<file path="src/rtl/countdown_timer.sv">
// Down-counting HH:MM:SS timer. It is advanced by a 1 Hz tick enable and controlled by button pulses.
// An expiry hold with a blinking buzzer ends with an automatic reload of the preset time.
module countdown_timer #(
    parameter int HR_MAX      = 23,
    parameter int EXPIRE_HOLD = 30
) (
    input  logic       clk,
    input  logic       reset,
    input  logic       tick,
    input  logic       inc_min,
    input  logic       inc_hr,
    input  logic       start_stop,
    input  logic       clear,
    output logic [7:0] sec,
    output logic [7:0] min,
    output logic [7:0] hrs,
    output logic       running,
    output logic       expired,
    output logic       buzzer
);

    localparam int                HOLD_W      = $clog2(EXPIRE_HOLD + 1);
    localparam logic [7:0]        HR_MAX_C    = 8'(HR_MAX);
    localparam logic [7:0]        SIXTY_M1_C  = 8'd59;
    localparam logic [HOLD_W-1:0] HOLD_LAST_C = HOLD_W'(EXPIRE_HOLD);

    typedef enum logic [1:0] {
        ST_IDLE    = 2'd0,
        ST_RUN     = 2'd1,
        ST_PAUSE   = 2'd2,
        ST_EXPIRED = 2'd3
    } state_t;

    state_t            state_r, state_s;
    logic [7:0]        pre_sec_r, pre_min_r, pre_hrs_r;
    logic [7:0]        pre_sec_s, pre_min_s, pre_hrs_s;
    logic [7:0]        sec_s, min_s, hrs_s;
    logic [7:0]        dec_sec_s, dec_min_s, dec_hrs_s;
    logic              dec_zero_s, cnt_zero_s;
    logic              blink_r, blink_s;
    logic [HOLD_W-1:0] hold_r, hold_s, hold_inc_s;

    // Mixed-radix decrement of the current count; it saturates at zero.
    always_comb begin
        dec_sec_s = sec;
        dec_min_s = min;
        dec_hrs_s = hrs;
        if (sec != 8'd0) begin
            dec_sec_s = sec - 8'd1;
        end else if (min != 8'd0) begin
            dec_sec_s = SIXTY_M1_C;
            dec_min_s = min - 8'd1;
        end else if (hrs != 8'd0) begin
            dec_sec_s = SIXTY_M1_C;
            dec_min_s = SIXTY_M1_C;
            dec_hrs_s = hrs - 8'd1;
        end else begin
            dec_sec_s = 8'd0;
        end
        dec_zero_s = (dec_sec_s == 8'd0) && (dec_min_s == 8'd0) && (dec_hrs_s == 8'd0);
        cnt_zero_s = (sec == 8'd0) && (min == 8'd0) && (hrs == 8'd0);
        hold_inc_s = hold_r + HOLD_W'(1);
    end

    // Next-state logic. Priority is clear, then start_stop, then tick, then the increment pulses.
    always_comb begin
        state_s   = state_r;
        sec_s     = sec;
        min_s     = min;
        hrs_s     = hrs;
        pre_sec_s = pre_sec_r;
        pre_min_s = pre_min_r;
        pre_hrs_s = pre_hrs_r;
        blink_s   = blink_r;
        hold_s    = hold_r;
        case (state_r)
            ST_IDLE: begin
                if (clear) begin
                    sec_s     = 8'd0;
                    min_s     = 8'd0;
                    hrs_s     = 8'd0;
                    pre_sec_s = 8'd0;
                    pre_min_s = 8'd0;
                    pre_hrs_s = 8'd0;
                end else if (start_stop) begin
                    if (!cnt_zero_s) begin
                        pre_sec_s = sec;
                        pre_min_s = min;
                        pre_hrs_s = hrs;
                        state_s   = ST_RUN;
                    end else begin
                        state_s = ST_IDLE;
                    end
                end else begin
                    if (inc_min) begin
                        min_s = (min == SIXTY_M1_C) ? 8'd0 : min + 8'd1;
                    end else begin
                        min_s = min;
                    end
                    if (inc_hr) begin
                        hrs_s = (hrs == HR_MAX_C) ? 8'd0 : hrs + 8'd1;
                    end else begin
                        hrs_s = hrs;
                    end
                end
            end
            ST_RUN: begin
                if (clear) begin
                    sec_s   = pre_sec_r;
                    min_s   = pre_min_r;
                    hrs_s   = pre_hrs_r;
                    state_s = ST_IDLE;
                end else if (start_stop) begin
                    state_s = ST_PAUSE;
                end else if (tick) begin
                    sec_s = dec_sec_s;
                    min_s = dec_min_s;
                    hrs_s = dec_hrs_s;
                    if (dec_zero_s) begin
                        state_s = ST_EXPIRED;
                        blink_s = 1'b1;
                        hold_s  = '0;
                    end else begin
                        state_s = ST_RUN;
                    end
                end else begin
                    state_s = ST_RUN;
                end
            end
            ST_PAUSE: begin
                if (clear) begin
                    sec_s   = pre_sec_r;
                    min_s   = pre_min_r;
                    hrs_s   = pre_hrs_r;
                    state_s = ST_IDLE;
                end else if (start_stop) begin
                    state_s = ST_RUN;
                end else begin
                    state_s = ST_PAUSE;
                end
            end
            ST_EXPIRED: begin
                if (clear || start_stop || (tick && (hold_inc_s == HOLD_LAST_C))) begin
                    sec_s   = pre_sec_r;
                    min_s   = pre_min_r;
                    hrs_s   = pre_hrs_r;
                    blink_s = 1'b0;
                    hold_s  = '0;
                    state_s = ST_IDLE;
                end else if (tick) begin
                    blink_s = ~blink_r;
                    hold_s  = hold_inc_s;
                end else begin
                    state_s = ST_EXPIRED;
                end
            end
            default: begin
                state_s = ST_IDLE;
                blink_s = 1'b0;
                hold_s  = '0;
            end
        endcase
    end

    // State, count, preset and registered status outputs.
    always_ff @(posedge clk or posedge reset) begin
        if (reset) begin
            state_r   <= ST_IDLE;
            sec       <= 8'd0;
            min       <= 8'd0;
            hrs       <= 8'd0;
            pre_sec_r <= 8'd0;
            pre_min_r <= 8'd0;
            pre_hrs_r <= 8'd0;
            blink_r   <= 1'b0;
            hold_r    <= '0;
            running   <= 1'b0;
            expired   <= 1'b0;
            buzzer    <= 1'b0;
        end else begin
            state_r   <= state_s;
            sec       <= sec_s;
            min       <= min_s;
            hrs       <= hrs_s;
            pre_sec_r <= pre_sec_s;
            pre_min_r <= pre_min_s;
            pre_hrs_r <= pre_hrs_s;
            blink_r   <= blink_s;
            hold_r    <= hold_s;
            running   <= (state_s == ST_RUN);
            expired   <= (state_s == ST_EXPIRED);
            buzzer    <= (state_s == ST_EXPIRED) && blink_s;
        end
    end

endmodule

</file>
<file path="config.mk">
export PLATFORM = sky130hd
export DESIGN_NAME = countdown_timer
export DESIGN_NICKNAME = d
export VERILOG_FILES = /design/src/rtl/countdown_timer.sv
export SDC_FILE = /design/constraint.sdc
export NUM_CORES = 1
export LEC_CHECK = 0
export CELL_PAD_IN_SITES_DETAIL_PLACEMENT = 1
export CELL_PAD_IN_SITES_GLOBAL_PLACEMENT = 1
export CORE_MARGIN = 3
export CORE_UTILIZATION = 45
export CTS_CLUSTER_SIZE = 40
export DETAILED_ROUTE_END_ITERATION = 10
export PLACE_DENSITY_LB_ADDON = 0.1
export SLEW_MARGIN = 20
export SYNTH_ARGS = -nofsm -noshare
export SYNTH_HDL_FRONTEND = slang
export SYNTH_SLANG_ARGS = --single-unit
</file>
<file path="constraint.sdc">
create_clock -name clk -period 3.4 [get_ports clk]
set_input_delay 0.85 -clock clk [delete_from_list [all_inputs] [get_ports clk]]
set_output_delay 0.85 -clock clk [all_outputs]
set_load 0.05 [all_outputs]
</file>
### Yosys cells after proc, flatten, opt, wreduce, memory -nomap -nowiden

Index checks and enable logic that the tools add are counted.

* input port bits: 7
* output and inout port bits: 27
* logic and storage cells: 137
* register bits after elaboration: 59

* add/sub/neg operators: 6
* reduce and logical (&&, ||, !) cells: 25
* bitwise gates (word level): 1
* equal/unequal tests: 22
* mux-type cells: 71

Operators by type and width (number)
* $mux W8: 40
* $pmux W8 S4: 3
* $logic_not A8 Y1: 6
* $mux W5: 6
* $reduce_bool A8 Y1: 3
* $sub A8 B1 Y8 const B: 3
* $mux W2: 10
* $ne A3 B3 Y1 const B: 6
* $reduce_and A6 Y1: 3
* $add A8 B1 Y8 const B: 2
* $ne A2 B2 Y1 const B: 8
* $mux W6: 2
* $pmux W5 S2: 1
* $eq A8 B5 Y1 const B: 1
* $eq A8 B6 Y1 const B: 1
* $pmux W2 S4: 1
* $mux W1: 7
* $eq A2 B2 Y1 const B: 3
* $logic_and A1 B1 Y1: 6
* $add A5 B1 Y5 const B: 1
* $eq A5 B5 Y1 const B: 1
* $reduce_and A5 Y1: 1
* $eq A2 B1 Y1 const B: 2
* $reduce_bool A2 Y1: 2
* other kinds (5): 6

### Logic depth before layout (Yosys ltp)

* depth in word-level cells: 14
* mapped depth: 12

### Worst setup path after synthesis

OpenSTA, ideal clock, no wires.

* path type: register to register
* start point: register min[0]
* end point: register hold_r[2]
* arrival: 3004 ps
* cell stages (with the launch flop): 10
* clock period less this slack: 3130 ps
* required time: 3274 ps
* slack: 270 ps
* library setup time: 126 ps
* path through: dfrtp_1 inv_1 ha_1 or3b_4 a2111o_1 a221oi_2 o22ai_2 nor4_4 a21oi_2 a221o_1

* longest elaborated chain between the ends: 8
* elaborated cells on any way between the ends: 16

RTL lines
* start: declaration: line 15 `output logic [7:0] min,`
* start signal: assignment: line 183 `min <= min_s;`
* $sub A8 B1 Y8, or another cell as far along: line 52 `dec_min_s = min - 8'd1;`
* $mux W8 / $mux W6 (equally long branches): line 50 `end else if (min != 8'd0) begin`
* $mux W8: line 48 `if (sec != 8'd0) begin`
* $logic_not A8 Y1: line 60 `dec_zero_s = (dec_sec_s == 8'd0) && (dec_min_s == 8'd0) && (dec_hrs_s == 8'd0);`
* $logic_and A1 B1 Y1: line 60
* $logic_and A1 B1 Y1 (*): line 60
* $ne A2 B2 Y1 (no source line) (*)
* $reduce_and A6 Y1 (no source line) (*)
* end signal: assignment: line 189 `hold_r <= hold_s;`
* end: declaration: line 41 `logic [HOLD_W-1:0] hold_r, hold_s, hold_inc_s;`

Mark *: on every way between the ends. The rest lies on a longest branch, timed or not.
A chain may end at the register's enable or synchronous reset.

### Worst setup path in the final report

* start point: register min[1]
* end point: register hold_r[2]

Same word-level chain as after synthesis.

==> impl_results.md <==
- Ranking of synthesized cells by area: dfrtp_1 (34%), nand2_1 (4.7%), o21ai_0 (4.4%), nor2_1 (3.7%), a21oi_1 (3.1%)
- Proportion of layout cells with a drive suffix above 1: 0.135
- CTS max path bufs: 2
- DR pass1 iterations: 5
- GP Congestion: 0.891
- Gates resized, CTS repair: 0
- GRT Overall Usage: 0.267
- Most common cell in the netlist: dfrtp_1
- Depth of the CTS H-tree: 3
- Die width: 104 um
- CP delay by family, top: compound AO/OA/AOI/OAI gates
- Period Utilization, post-route: 0.924
- Post-synthesis xor/xnor area fraction: 0.0203
- End of the critical path: hold_r[2]$_DFFE_PP0P_
- Core Region: 0.00928 mm^2
- Worst-skew pair later-pin latency: 350 ps
- Fin Hold WS: 482 ps
- DRC viols: 0
- Wire per inst: 20.2 um
- Mapped Area: 0.00432 mm^2
- Nature of the critical path endpoint: flop
- P_leak: 2.10 nW
- Syn nets: 531
- Mux cell area share after synthesis: 0.0293
- Finished Layout Cells: 692
- Max cap viols: 0
- Unrepaired setup endpoints after global routing: no
- Reg2Reg Depth: 9
- CTS Root Cell: clkbuf_8
- Crit path from: min[1]$_DFFE_PP0P_
- Hold_sp: pre_sec_r[7]$_DFFE_PP0P_
- Setup Skew: 11.9 ps
- CP Launch Type: flop
- Hold-fix buffers, CTS: 0
- Async set-reset flop share out of synthesis: 1.00
- Slew @ Worst Pin: 951 ps
- Final Critical Period: 3140 ps
- EDFF count, synth: 0
- Setup TNS Final: 0 ps
- Final Max Tran Viols: 0
- Grt total ovfl: 0
- Status: finished, final reports clean
- Crit-path cells: inv_1 > ha_1 > or3b_4 > a2111o_1 > a221oi_2 > o22ai_2 > nor4_4 > a21oi_2 > a221o_1
- Ports: 34
- Combinational family with the most area after synthesis: simple AND/OR/NAND/NOR gates
- Post-synth top cells: dfrtp_1 (59), nand2_1 (54), nor2_1 (43), o21ai_0 (38), a21oi_1 (27)
- Sw frac: 0.432
- Die area: 0.0108 mm^2
- Synth Area in Simple Gates: 0.268
- Number of global-route vias before repair: 4515
- Combinational group share of total power: 0.442
- CTS tree: done
- Crit Path Max Fanout: 8
- Count of final setup violators: 0
- Post-place setup slack: 280 ps
- Num Clock Sinks: 59
- Via density per instance: 6.16
- WP data required: 3640 ps
- Cells after DPL: 676
- Synth Register Bits: 59
- Final Hold Viols: 0
- R2R setup slack: 260 ps
- Synth Area in Adders: 0.0261
- Power Internal: 0.00160 W
- Sequential area share after synthesis: 0.342
- Core Rows: 35
- DRC violation total after the first TritonRoute iteration: 200
- Post-Syn Instances: 515
- Peak VDD IR: 253 uV
- Arrival @ worst endpoint: 3380 ps
- Slew margin rel.: 0.366
- Global-route wire length before repair: 23.6 mm
- Sw Pwr: 0.00122 W
- Reg-to-Reg Start: min[1]$_DFFE_PP0P_
- Cts bufs inserted: 9
- Die Y: 104 um
- Largest stage delay on the critical path: 460 ps
- Largest net degree at the start of global routing: 34
- Post-synthesis compound-gate area fraction: 0.261
- Max Clk Rate: 0.318 GHz
- Power per cell area: 553 mW/mm^2
- Sequential share of power: 0.322
- Share of the synthesized area in the top cell type: 0.342
- Setup ws final: 259 ps
- I/O Buffers: 33
- Clock transition at path regs: 70 ps
- WP buf/inv: 1
- Worst Hold Class: reg2reg
- Stages on the worst setup path: 9
- Area growth from synthesis to layout: 18.2%
- Type of the worst setup path: reg2reg
- Post-CTS Repair Setup Buffers: 0
- Total chip power: 0.00282 W
- Avg Synthesized Cell Area: 8.38 um^2
- Dpl hpwl: 10.3 mm
- Most area-hungry cell type in the Yosys netlist: dfrtp_1
- Initial Util: 0.465
- RR Endpoint: hold_r[2]$_DFFE_PP0P_
- Crit-path slowest cell: dfrtp_1
- Clock share of power: 0.235
- Initial antenna violation count: 0
- Antenna cell count: 0
- Synth warn: 0
- Via Count: 4265
- Yosys cell types: 79
- Final WL: 14.0 mm
- Final #Nets: 574
- Ys flop type: dfrtp_1
- Post-DRT Antenna Nets: 0
==> layer usage <==
metal / track usage / vias to the layer above / wire [um] / share of wire
met5: 0 / - / 0 / 0
met4: 0.104 / 0 / 343 / 0.024
met3: 0.0497 / 31 / 551 / 0.039
met2: 0.444 / 97 / 6810 / 0.49
met1: 0.344 / 2142 / 6310 / 0.45
li1: - / 1995 / - / -
==> through the flow <==
stage           util  cell area (um^2)
2_1_floorplan      -              4320
3_3_place_gp   0.528              4910
3_5_place_dp   0.528              4910
4_1_cts        0.549              5100
5_1_grt        0.549              5100
6_report       0.549              5100
==> logic make-up (layout without fill, tap and decap cells) <==
family,count (synthesis),in the layout
AOI/OAI and AO/OA,160,160
xor gates and xnor gates,10,10
adders and majority gates,9,9
muxes,12,12
DFF,59,59
and+or+nand+nor,212,212
buffers and inverters,53,101
==> final cells by class <==
class | instances | area (um^2)
clock inverter | 5 | 52.6
multi-input combinational | 403 | 2610
tap | 129 | 161
fill | 1143 | 4180
sequential | 59 | 1480
timing repair buffer | 66 | 586
clock buffer | 11 | 141
inverter | 19 | 71.3
==> how the worst min path moves through the flow <==
stage | to | cells after the start
5_1_grt | pre_min_r[7]$_DFFE_PP0P_ | 2
6_report | pre_sec_r[7]$_DFFE_PP0P_ | 2
2_1_floorplan | pre_sec_r[3]$_DFFE_PP0P_ | 2
3_3_place_gp | pre_sec_r[7]$_DFFE_PP0P_ | 2
3_5_place_dp | pre_sec_r[7]$_DFFE_PP0P_ | 2
4_1_cts | pre_sec_r[7]$_DFFE_PP0P_ | 2
==> sequential cells by signal (all words and copies together) (netlist names) <==
register and cells:
sec 8, hrs 8, hold_r 5, blink_r 1, state_r 2, min 8
pre_hrs_r 8, buzzer 1, pre_min_r 8, running 1, expired 1, pre_sec_r 8
==> worst register-to-register path, delay by kind of cell, from the launching register on <==
family	cells	cell delay, ps
AO/OA/AOI/OAI	5	1420
AND/OR/NAND/NOR	2	740
flip-flops	1	460
adder cells (fa/ha/maj)	1	260
buffers and inverters	1	160
==> power by group through the flow <==
stage	registers (W)	clock network [W]	logic (W)
6_report	0.000910	0.000664	0.00125
5_1_grt	0.000926	0.000707	0.00135
4_1_cts	0.000908	0.000675	0.00124
3_5_place_dp	0.000921	0	0.00123
3_3_place_gp	0.000914	0	0.00120
2_1_floorplan	0.00102	0	0.000718
==> cell usage in the layout (no fill, tap or decap), types with 8 or more instances in the layout <==
| cell type | count |
|---|---|
| a21oi_1 | 27 |
| buf_4 | 32 |
| clkbuf_8 | 10 |
| clkdlybuf4s50_1 | 32 |
| dfrtp_1 | 59 |
| ha_1 | 9 |
| inv_1 | 18 |
| nand2_1 | 54 |
| nand2b_1 | 19 |
| nand3_1 | 12 |
| nor2_1 | 43 |
| nor3_1 | 18 |
| nor4_1 | 8 |
| o21ai_0 | 38 |
| o31ai_1 | 14 |
| xnor2_1 | 8 |
Power figures use the tool's default switching activity.
